$ cat src/rtl/instr_fetch.sv
// -----------------------------------------------------------------------------
// instr_fetch
//
// Instruction fetch unit for the 4-bit computer. A rising edge on the program
// counter's cp level starts a fetch of programCount from a 2**ADDR_W deep
// program memory. The word is presented to decode/execute as opcode (upper
// half) and operand (lower half) under a valid/ready handshake.
//
// Ports:
//   clk           in   single clock, rising edge
//   rst           in   asynchronous active-high reset
//   cp            in   clock-pulse level from the program counter (clk domain)
//   programCount  in   [ADDR_W]  address to fetch
//   prog_we       in   program memory write enable
//   prog_waddr    in   [ADDR_W]  program memory write address
//   prog_wdata    in   [DATA_W]  program memory write data
//   instr_ready   in   consumer accepts the presented instruction
//   instr_valid   out  opcode/operand/instr_addr are valid
//   opcode        out  [DATA_W/2] upper half of the fetched word
//   operand       out  [DATA_W/2] lower half of the fetched word
//   instr_addr    out  [ADDR_W]  address the presented word came from
//   overrun       out  sticky: a cp request arrived that could not be served
//
// DATA_W must be even.
// -----------------------------------------------------------------------------
module instr_fetch #(
   parameter int DATA_W = 8,
   parameter int ADDR_W = 4
) (
   input  logic                  clk,
   input  logic                  rst,
   input  logic                  cp,
   input  logic [ADDR_W-1:0]     programCount,
   input  logic                  prog_we,
   input  logic [ADDR_W-1:0]     prog_waddr,
   input  logic [DATA_W-1:0]     prog_wdata,
   input  logic                  instr_ready,
   output logic                  instr_valid,
   output logic [DATA_W/2-1:0]   opcode,
   output logic [DATA_W/2-1:0]   operand,
   output logic [ADDR_W-1:0]     instr_addr,
   output logic                  overrun
);

   localparam int HALF_W = DATA_W / 2;
   localparam int DEPTH  = 2 ** ADDR_W;

   typedef enum logic [1:0] {
      IDLE  = 2'd0,
      FETCH = 2'd1,
      VALID = 2'd2
   } state_t;

   state_t              state_q, state_d;
   logic                cp_q;
   logic [ADDR_W-1:0]   addr_q, addr_d;
   logic [ADDR_W-1:0]   instr_addr_q, instr_addr_d;
   logic [HALF_W-1:0]   opcode_q, opcode_d;
   logic [HALF_W-1:0]   operand_q, operand_d;
   logic                overrun_q, overrun_d;
   logic                fetch_req;

   // Program memory. Not reset: contents survive rst.
   logic [DATA_W-1:0]   mem_q [DEPTH];
   logic [DATA_W-1:0]   rd_word;

   always_ff @(posedge clk) begin
      if (prog_we) begin
         mem_q[prog_waddr] <= prog_wdata;
      end
   end

   // The read is only consumed into registers on the FETCH edge, so a write
   // to the same address on that edge is not yet visible (read-before-write).
   assign rd_word = mem_q[addr_q];

   // cp_q resets to 1 so a cp level held high across reset release is not
   // mistaken for a new rising edge.
   assign fetch_req = cp & ~cp_q;

   always_comb begin
      state_d      = state_q;
      addr_d       = addr_q;
      instr_addr_d = instr_addr_q;
      opcode_d     = opcode_q;
      operand_d    = operand_q;
      overrun_d    = overrun_q;

      unique case (state_q)
         IDLE: begin
            if (fetch_req) begin
               addr_d  = programCount;
               state_d = FETCH;
            end
         end

         FETCH: begin
            opcode_d     = rd_word[DATA_W-1:HALF_W];
            operand_d    = rd_word[HALF_W-1:0];
            instr_addr_d = addr_q;
            state_d      = VALID;
            if (fetch_req) begin
               overrun_d = 1'b1;
            end
         end

         VALID: begin
            if (instr_ready) begin
               // A request coinciding with the transfer restarts the fetch
               // directly; the address register is free at this point.
               if (fetch_req) begin
                  addr_d  = programCount;
                  state_d = FETCH;
               end else begin
                  state_d = IDLE;
               end
            end else if (fetch_req) begin
               overrun_d = 1'b1;
            end
         end

         default: begin
            state_d = IDLE;
         end
      endcase
   end

   always_ff @(posedge clk or posedge rst) begin
      if (rst) begin
         state_q      <= IDLE;
         cp_q         <= 1'b1;
         addr_q       <= '0;
         instr_addr_q <= '0;
         opcode_q     <= '0;
         operand_q    <= '0;
         overrun_q    <= 1'b0;
      end else begin
         state_q      <= state_d;
         cp_q         <= cp;
         addr_q       <= addr_d;
         instr_addr_q <= instr_addr_d;
         opcode_q     <= opcode_d;
         operand_q    <= operand_d;
         overrun_q    <= overrun_d;
      end
   end

   assign instr_valid = (state_q == VALID);
   assign opcode      = opcode_q;
   assign operand     = operand_q;
   assign instr_addr  = instr_addr_q;
   assign overrun     = overrun_q;

endmodule

$ cat config.mk
export PLATFORM = sky130hd
export DESIGN_NAME = instr_fetch
export DESIGN_NICKNAME = d
export VERILOG_FILES = /design/src/rtl/instr_fetch.sv
export SDC_FILE = /design/constraint.sdc
export NUM_CORES = 1
export LEC_CHECK = 0
export BUFFER_PORTS_ARGS = -buffer_cell sky130_fd_sc_hd__clkbuf_2
export CAP_MARGIN = 20
export CORE_MARGIN = 1.5
export CORE_UTILIZATION = 35
export CTS_CLUSTER_DIAMETER = 30
export CTS_CLUSTER_SIZE = 30
export DETAILED_ROUTE_END_ITERATION = 6
export GPL_ROUTABILITY_DRIVEN = 0
export PLACE_DENSITY = 0.58
export SETUP_SLACK_MARGIN = 0.15
export SLEW_MARGIN = 25
export SYNTH_ARGS = -nofsm -noshare
export SYNTH_HDL_FRONTEND = slang
export SYNTH_SLANG_ARGS = --single-unit
$ cat constraint.sdc
create_clock -name clk -period 2.6 [get_ports clk]
set_input_delay 0.52 -clock clk [delete_from_list [all_inputs] [get_ports clk]]
set_output_delay 0.52 -clock clk [all_outputs]
set_load 0.005 [all_outputs]
==> results_dict.tcl <==
set metrics [dict create \
    status "complete, no violations" \
    cts_sinks 148 \
    grt_use_total_pct 15.1 \
    row_count 47 \
    skew_ns 0.0128 \
    max_stage_delay_ns 0.68 \
    vias_per_cell 4.99 \
    reg2regPathDepth 5 \
    totalWireLength_um 12400 \
    die_w_um 132 \
    postCtsHoldBufs 0 \
    rr_endpoint "operand[0]$_DFFE_PP0P_" \
    hpwlAfterDp_um 8190 \
    drt_iter0_markers 243 \
    p_seq_share_pct 46.5 \
    critPathKind "flop to flop" \
    path_cells "buf_4 -> mux2i_1 -> a22oi_1 -> nand3_1 -> nand3_1" \
    final_area_um2 6830 \
    first_global_vias 3221 \
    p_int_mw 4.67 \
    cts_resized 0 \
    peakVddDrop_mv 0.504 \
    grt_max_degree 28 \
    drv_slew 0 \
    cp_slowest_cell "dfrtp_4" \
    fmax_mhz 544 \
    rsz0062_at_grt "false" \
    detail-route-antenna-nets 0 \
    synth_area_leader_cell "edfxtp_1" \
    diodes 0 \
    ys_seq_area_share_pct 74.1 \
    dr.pass1.iters 4 \
    hold_viol 0 \
    p_sw_share_pct 24.0 \
    cts_buffer_depth 2 \
    cts-root-buf "clkbuf_16" \
    combPwrFrac_pct 13.0 \
    hp-class "primary input to async pin" \
    antenna_found_initial 0 \
    nNetsFinal 416 \
    synthTopCellsByArea "edfxtp_1 (66%), mux2i_1 (11%), dfrtp_1 (8.1%)" \
    layout_min_cycle_time_ns 1.84 \
    setup_tns_ns 0 \
    fin_crit_sh_pct 70.7 \
    power_density_nw_per_um2 899 \
    max_cap_viol_count 0 \
    leakage_nw 2.51 \
    setup.worst_path.start_class "flop" \
    cp.required_ns 2.89 \
    drc 0 \
    avgSynthCellArea_um2 16.9 \
    ys_types 28 \
    maxSlewHeadroom_pct 47.7 \
    core_area_um2 16500 \
    synth_nets 368 \
    clkLatencyLatePin_ns 0.43 \
    clk_pin_slew_ns 0.05 \
    setup_violations 0 \
    postCtsSetupBuffers 0 \
    yosysTopAreaCellShare_pct 65.5 \
    ios 35 \
    yosys_warnings 0 \
    port_buffers 34 \
    final_util_pct 41.5 \
    synthToLayoutAreaGrowth_pct 16.4 \
    syn_area_um2 5870 \
    ff2ff_setup_slack_ns 0.76 \
    htree_levels 4 \
    arrival_ns 2.13 \
    grt_overflow 0 \
    ys_ff_latch 148 \
    tightestPinTransition_ns 0.781 \
    nFillCells 1528 \
    die_h_um 132 \
    grt_pass1_wl_um 19000 \
    clock_power_share_pct 40.5 \
    crit_top_cell "nand3_1" \
    fp.dieArea_um2 17600 \
    syn_inst 347 \
    switchingPower_mw 1.47 \
    drive_gt1_share_pct 20.1 \
    cts_made_buffers 17 \
    cts_tree "yes" \
    avgRoutedWirePerCell_um 19.8 \
    cp-end-kind "flop" \
    r2r_start "addr_q[1]$_DFFE_PP0P_" \
    initial_core_util_pct 35.6 \
    crit_fanout 23 \
    routed-via-count 3130 \
    place_area_um2 6230 \
]
==> layer usage <==
metal / track usage (%) / up-vias / wire (um)
met5: 0 / - / 0
met4: 6.04 / 0 / 189
met3: 4.37 / 15 / 749
met2: 23.4 / 95 / 5730
met1: 20.1 / 1589 / 5750
li1: - / 1431 / -
==> final cells by class <==
type / instances / area (um^2) / area share, %
clock buffer: 20 / 437 / 6.39
inverter: 3 / 11.3 / 0.165
timing repair buffer: 45 / 265 / 3.88
multi-input combinational: 180 / 1330 / 19.5
sequential: 148 / 4350 / 63.7
clock inverter: 11 / 160 / 2.34
tap: 220 / 275 / 4.03
==> cell families after synthesis <==
group | count (synthesis) | share of synthesized area, %
compound gates | 34 | 3.99
buf+inv | 19 | 3.22
flops | 148 | 74.1
mux | 71 | 12.3
simple gates | 75 | 6.48
==> sequential cells by signal, indices dropped and copies added (netlist names) <==
signal,cells
opcode,4
addr_q,4
mem_q,128
cp_q,1
operand,4
state_q,2
overrun,1
instr_addr,4
==> stage by stage <==
| stage | hold WS [ns] | setup WS, ns | std cells | total power [mW] |
|---|---|---|---|---|
| 2_1_floorplan | 0.466 | 0.662 | 347 | 3.45 |
| 3_3_place_gp | 0.456 | 0.674 | 596 | 3.69 |
| 3_5_place_dp | 0.466 | 0.593 | 596 | 3.70 |
| 4_1_cts | 0.191 | 0.786 | 627 | 6.19 |
| 5_1_grt | 0.195 | 0.673 | 627 | 6.39 |
| 6_report | 0.207 | 0.762 | 627 | 6.14 |
==> power groups by stage <==
stage / sequential, mW / combinational (mW) / clock [mW]
floorplan: 2.86 / 0.599 / 0
global placement: 2.90 / 0.790 / 0
detailed placement: 2.90 / 0.799 / 0
CTS: 2.86 / 0.805 / 2.53
global route: 2.87 / 0.878 / 2.64
finish: 2.85 / 0.799 / 2.49
==> cell usage after synthesis <==
master      n
edfxtp_1  128
mux2i_1    64
nand3_1    25
a22oi_1    24
dfrtp_1    19
nand2_1    19
nor2_1     12
a21oi_1     8
mux2_2      6
buf_4       5
buf_12      4
buf_6       4
nor3_1      4
buf_2       3
inv_1       3
nand2b_1    3
nand3b_1    3
nor2b_1     3
a31o_2      1
and2_1      1
dfstp_2     1
mux2_1      1
nand2b_2    1
nand4b_1    1
nor2_2      1
nor2_8      1
o21ai_0     1
or3b_1      1
==> critical path, delay by kind of cell, from the launching register on <==
kind	cells	cell delay, ns
buf+inv	1	0.31
simple gates	2	0.30
mux	1	0.27
flops	1	0.68
compound gates	1	0.12
==> placed cells by master, fill, tap and decap left out, drive strengths merged <==
cell type    n
nor2        14
clkbuf      54
clkinvlp     2
inv          3
a22oi       24
edfxtp     128
bufinv       4
a31o         1
nand2b       4
nand4b       1
o21ai        1
clkinv       5
nor3         4
dfstp        1
mux2i       64
nand3b       3
and2         1
a21oi        8
nand3       25
nor2b        3
dfrtp       19
or3b         1
buf         11
nand2       19
mux2         7
==> worst max path at each step <==
stage | to | cells past startpoint | startpoint | slack, ns
CTS | opcode[0]$_DFFE_PP0P_ | 5 | addr_q[1]$_DFFE_PP0P_ | 0.79
finish | operand[0]$_DFFE_PP0P_ | 5 | addr_q[1]$_DFFE_PP0P_ | 0.76
detailed placement | mem_q[2][2]$_DFFE_PP_ | 3 | prog_waddr[2] | 0.59
floorplan | mem_q[0][0]$_DFFE_PP_ | 2 | prog_waddr[2] | 0.66
global placement | mem_q[2][3]$_DFFE_PP_ | 3 | prog_waddr[2] | 0.67
global route | opcode[2]$_DFFE_PP0P_ | 5 | addr_q[1]$_DFFE_PP0P_ | 0.67
Power figures use the tool's default switching activity.
